===== src/rtl/mux2_chk_pkg.sv =====
// mux2_chk_pkg: shared types and helpers for the Logic_mux2 response checker.
//   state_t     - checker FSM states (IDLE, RUN, DONE)
//   stage_t     - one delay-pipeline entry {valid, a, b, c, idx}
//   mux2_golden - reference 2:1 mux, y = c ? b : a
//   MAX_LATENCY - largest supported alignment latency
//   IDX_W       - width of the idx field carried through the pipeline (ITER_W must not exceed it)
package mux2_chk_pkg;

    localparam int unsigned MAX_LATENCY = 7;
    localparam int unsigned IDX_W       = 32;

    typedef enum logic [1:0] {
        IDLE,
        RUN,
        DONE
    } state_t;

    typedef struct packed {
        logic             valid;
        logic             a;
        logic             b;
        logic             c;
        logic [IDX_W-1:0] idx;
    } stage_t;

    function automatic logic mux2_golden(input logic a, input logic b, input logic c);
        return c ? b : a;
    endfunction

endpackage


===== src/rtl/mux2_chk_delay.sv =====
// mux2_chk_delay: LATENCY-deep shift register of stage_t that aligns an accepted
// stimulus vector with the DUT output it produced. LATENCY=0 is a pure wire.
// Ports:
//   clk_i   - clock, rising edge
//   rst_ni  - asynchronous active-low reset, clears every stage
//   clr_i   - synchronous flush of every stage (discards in-flight entries)
//   stage_i - entry written this cycle
//   stage_o - entry leaving the pipeline (stage_i itself when LATENCY=0)
module mux2_chk_delay
    import mux2_chk_pkg::*;
#(
    parameter int unsigned LATENCY = 1
) (
    input  logic   clk_i,
    input  logic   rst_ni,
    input  logic   clr_i,
    input  stage_t stage_i,
    output stage_t stage_o
);

    if (LATENCY == 0) begin : g_bypass
        assign stage_o = stage_i;

        logic unused_ctrl;
        assign unused_ctrl = clk_i ^ rst_ni ^ clr_i;
    end else begin : g_pipe
        stage_t pipe_q [LATENCY];

        always_ff @(posedge clk_i or negedge rst_ni) begin
            if (!rst_ni) begin
                for (int unsigned i = 0; i < LATENCY; i++) begin
                    pipe_q[i] <= '0;
                end
            end else if (clr_i) begin
                for (int unsigned i = 0; i < LATENCY; i++) begin
                    pipe_q[i] <= '0;
                end
            end else begin
                pipe_q[0] <= stage_i;
                for (int unsigned i = 1; i < LATENCY; i++) begin
                    pipe_q[i] <= pipe_q[i-1];
                end
            end
        end

        assign stage_o = pipe_q[LATENCY-1];
    end

endmodule


===== config.mk =====
export PLATFORM = sky130hd
export DESIGN_NAME = mux2_chk_delay
export DESIGN_NICKNAME = d
export VERILOG_FILES = /design/src/rtl/mux2_chk_pkg.sv /design/src/rtl/mux2_chk_delay.sv
export SDC_FILE = /design/constraint.sdc
export NUM_CORES = 1
export LEC_CHECK = 0
export BUFFER_PORTS_ARGS = -buffer_cell sky130_fd_sc_hd__buf_2
export CAP_MARGIN = 20
export CORE_UTILIZATION = 44
export DETAILED_ROUTE_END_ITERATION = 10
export HOLD_SLACK_MARGIN = 0.05
export PLACE_DENSITY = 0.87
export SLEW_MARGIN = 0
export SYNTH_ARGS = -nofsm -noshare
export SYNTH_HDL_FRONTEND = slang
export SYNTH_SLANG_ARGS = --single-unit

===== constraint.sdc =====
create_clock -name clk_i -period 0.8 [get_ports clk_i]
set_clock_uncertainty 0.15 [all_clocks]
set_input_delay 0.16 -clock clk_i [delete_from_list [all_inputs] [get_ports clk_i]]
set_output_delay 0.16 -clock clk_i [all_outputs]
set_load 0.02 [all_outputs]

======== Word level (Yosys, flattened, before mapping) ========
Cells that the tools add are included.
operators by class
  multiplexer cells ....................... 1
operator list
  operator            count
  two-way mux 36 bit  1
word-level totals
  register bits ........................... 36
  output and inout port bits .............. 36
  input bits .............................. 39

======== Logic depth before layout (Yosys ltp) ========
  depth in word-level cells ............... 1
  mapped depth ............................ 2
  depth with buffers taken out ............ 1

======== Worst setup path before layout ========
OpenSTA, ideal clock, no wires.
  path kind ............................... register to output
  from .................................... register g_pipe.pipe_q (netlist bit stage_o[0])
  to ...................................... output port stage_o[0] in the netlist's numbering
  setup slack ............................. 0.074 ns
  cell stages (with the launch flop) ...... 1
  data arrival time ....................... 0.416 ns
  required time ........................... 0.490 ns
  cells stage by stage .................... dfrtp_1
RTL lines
  item                             RTL line              RTL
  start, declared                  mux2_chk_delay.sv:27  stage_t pipe_q [LATENCY];
  start signal, assigned by index  mux2_chk_delay.sv:41  pipe_q[i] <= pipe_q[i-1];
  end, declared                    mux2_chk_delay.sv:18  output stage_t stage_o
No word-level cell between the ends.

======== Final worst setup path ========
  from .................................... register g_pipe.pipe_q (netlist bit stage_o[10])
  to ...................................... output port stage_o[10] in the netlist's numbering
No word-level cell between the ends.

==> out/metrics.cfg <==
[synthesis]
synth_top_area_frac=0.767
synth_compound_area_frac=0
seq_area_frac_synth=0.767
synth.avg_cell_area_um2=15.7
synth.area.top_cells=dfrtp_1 (77%), nor2b_1 (16%), and2b_2 (4.5%)
synthMuxAreaShare=0
yosysWarningCount=0
synth.distinct_cells=4
synth_top_family_by_area=simple AND/OR/NAND/NOR gates
yosysTopAreaCell=dfrtp_1
synthSimpleGateAreaFrac=0.204
synthAdderAreaFrac=0
synth_fp_nets=114
synth_cells=75
netlist_area_mm2=0.00117
ys_ff_latch=36
synth_xor_area_frac=0

[placement]
globalplace.congestion=0.664
portBuffers=74
post-place-ws_ps=-184
dp.cells=179
hpwl_um=1630

[finish]
largest_reg_flops=36
final_common_cell=buf_2
diodes=0
syn2layout_area_growth_pct=60.9
layout_common_cells=buf_2 (38), buf_6 (36), dfrtp_1 (36)
fin_cells=188
finish.utilization=0.756
nFillCells=167
fin_nets=196
drive_gt1_frac=0.563

[floorplan]
rows=18
ios=75
initial_core_util=0.470
die_w_um=53.7
coreArea_mm2=0.00250
dieArea_mm2=0.00288
die_h_um=53.7

[clock_network]
root_buffer=clkbuf_4
cts_max_level=2
cts_sinks=36
cts.clk_slew.worst_paths_ps=100
cts_tree=done
postCtsHoldBufs=1
numCtsBuffers=5
clock_path_buffers=2
cts_setup_buffers=0

[critical_path]
cp_cell_sequence=buf_6
cp_top_family=flip-flops
max_stage_delay_ps=400
critPathKind=reg2out
slowest_stage=dfrtp_1
endpoint=stage_o[10]
worstPathRequired_ps=490
arrival_ps=860
cp.depth=1
crit_start=stage_o[10]
crit_buf_inv=1
cp_max_fo=1
critPathLaunchType=flip-flop
endpoint_kind=output port

[global_route]
overflow=0
grt_pass1_vias=833
grt_max_degree=37
grt_use_total=0.199
antenna_found_initial=0
grt_first_pass_wirelength_um=3620

[routing]
firstDrtPassIters=3
drt_iter0_drc=5
drc_errors=0
drt-met1-wl_um=834
met2_length_um=1350
via_count=835
top_layer_used=met4
wl_per_cell_um=13.3
ant_nets=0
wl_met3_um=238
wirelength_um=2500
viasPerCell=4.44

[sta]
post-route-period-util=1.47
finalMaxSlewViolations=0
hold_slack_ps=-109
relSlewSlack=0.789
tns_ps=-12680
hold_viol=36
setup_violations=36
fin_ws_ps=-375
rsz0062_at_grt=yes
tightest_slew_ps=317
min_period_ps=1170
fmax_mhz=851

[pwr]
p_sw_frac=0.240
p_seq_frac=0.559
ir_drop_v=0.00165
power_density_mw_per_mm2=1850
power_leakage_uw=0.000989
pwr-share-clk=0.276
pwr-share-comb=0.165
p_int_uw=2660
p_sw_uw=841

[run_status]
violations=hold timing, setup timing
status=complete, but fails checks

[min_path]
hold_class=in2reg

[job]
max-cap-violations=0

per-layer routing:
metal,up-vias,global-route usage
met1,384,0.197
met5,-,0
met2,55,0.323
met4,0,0.118
met3,10,0.110
li1,386,-
layout make-up:
type                       count  area, um^2  share of cell area
multi-input combinational     36         240               0.127
clock buffer                   8        58.8              0.0311
tap                           30        37.5              0.0199
sequential                    36         901               0.477
timing repair buffer          78         653               0.345
synth_stat cells:
| cell | number |
|---|---|
| and2b_2 | 6 |
| buf_6 | 3 |
| dfrtp_1 | 36 |
| nor2b_1 | 30 |
per-stage QoR:
step	power, uW	instance area (um^2)
after detailed placement	2430	1600
after global routing	3660	1890
after global placement	2410	1600
after CTS	3530	1890
after floorplan	2190	1170
final	3500	1890
power groups by stage:
stage / combinational (uW) / clock [uW] / sequential (uW)
floorplan: 96.5 / 0 / 2090
global placement: 451 / 0 / 1960
detailed placement: 466 / 0 / 1970
CTS: 581 / 994 / 1960
global route: 620 / 1080 / 1960
finish: 577 / 964 / 1960
how the worst min path moves through the flow:
| stage | from | slack, ps | cells past startpoint | to |
|---|---|---|---|---|
| after floorplan | rst_ni | -290 | 0 | stage_o[0] |
| after global placement | rst_ni | -30 | 2 | stage_o[12] |
| after detailed placement | rst_ni | -20 | 2 | stage_o[12] |
| after CTS | stage_i[30] | -120 | 2 | stage_o[30] |
| after global routing | stage_i[24] | -130 | 2 | stage_o[24] |
| final | stage_i[30] | -110 | 2 | stage_o[30] |
cell families after synthesis:
group	count (synthesis)
buffers and inverters	3
DFF	36
and+or+nand+nor	36
timing repair:
item | in CTS | in global routing
hold endpoints to repair | 72 | 36
gates resized for setup | 72 | 0
endpoints found under the setup margin | 36 | 36
Power figures use the tool's default switching activity.
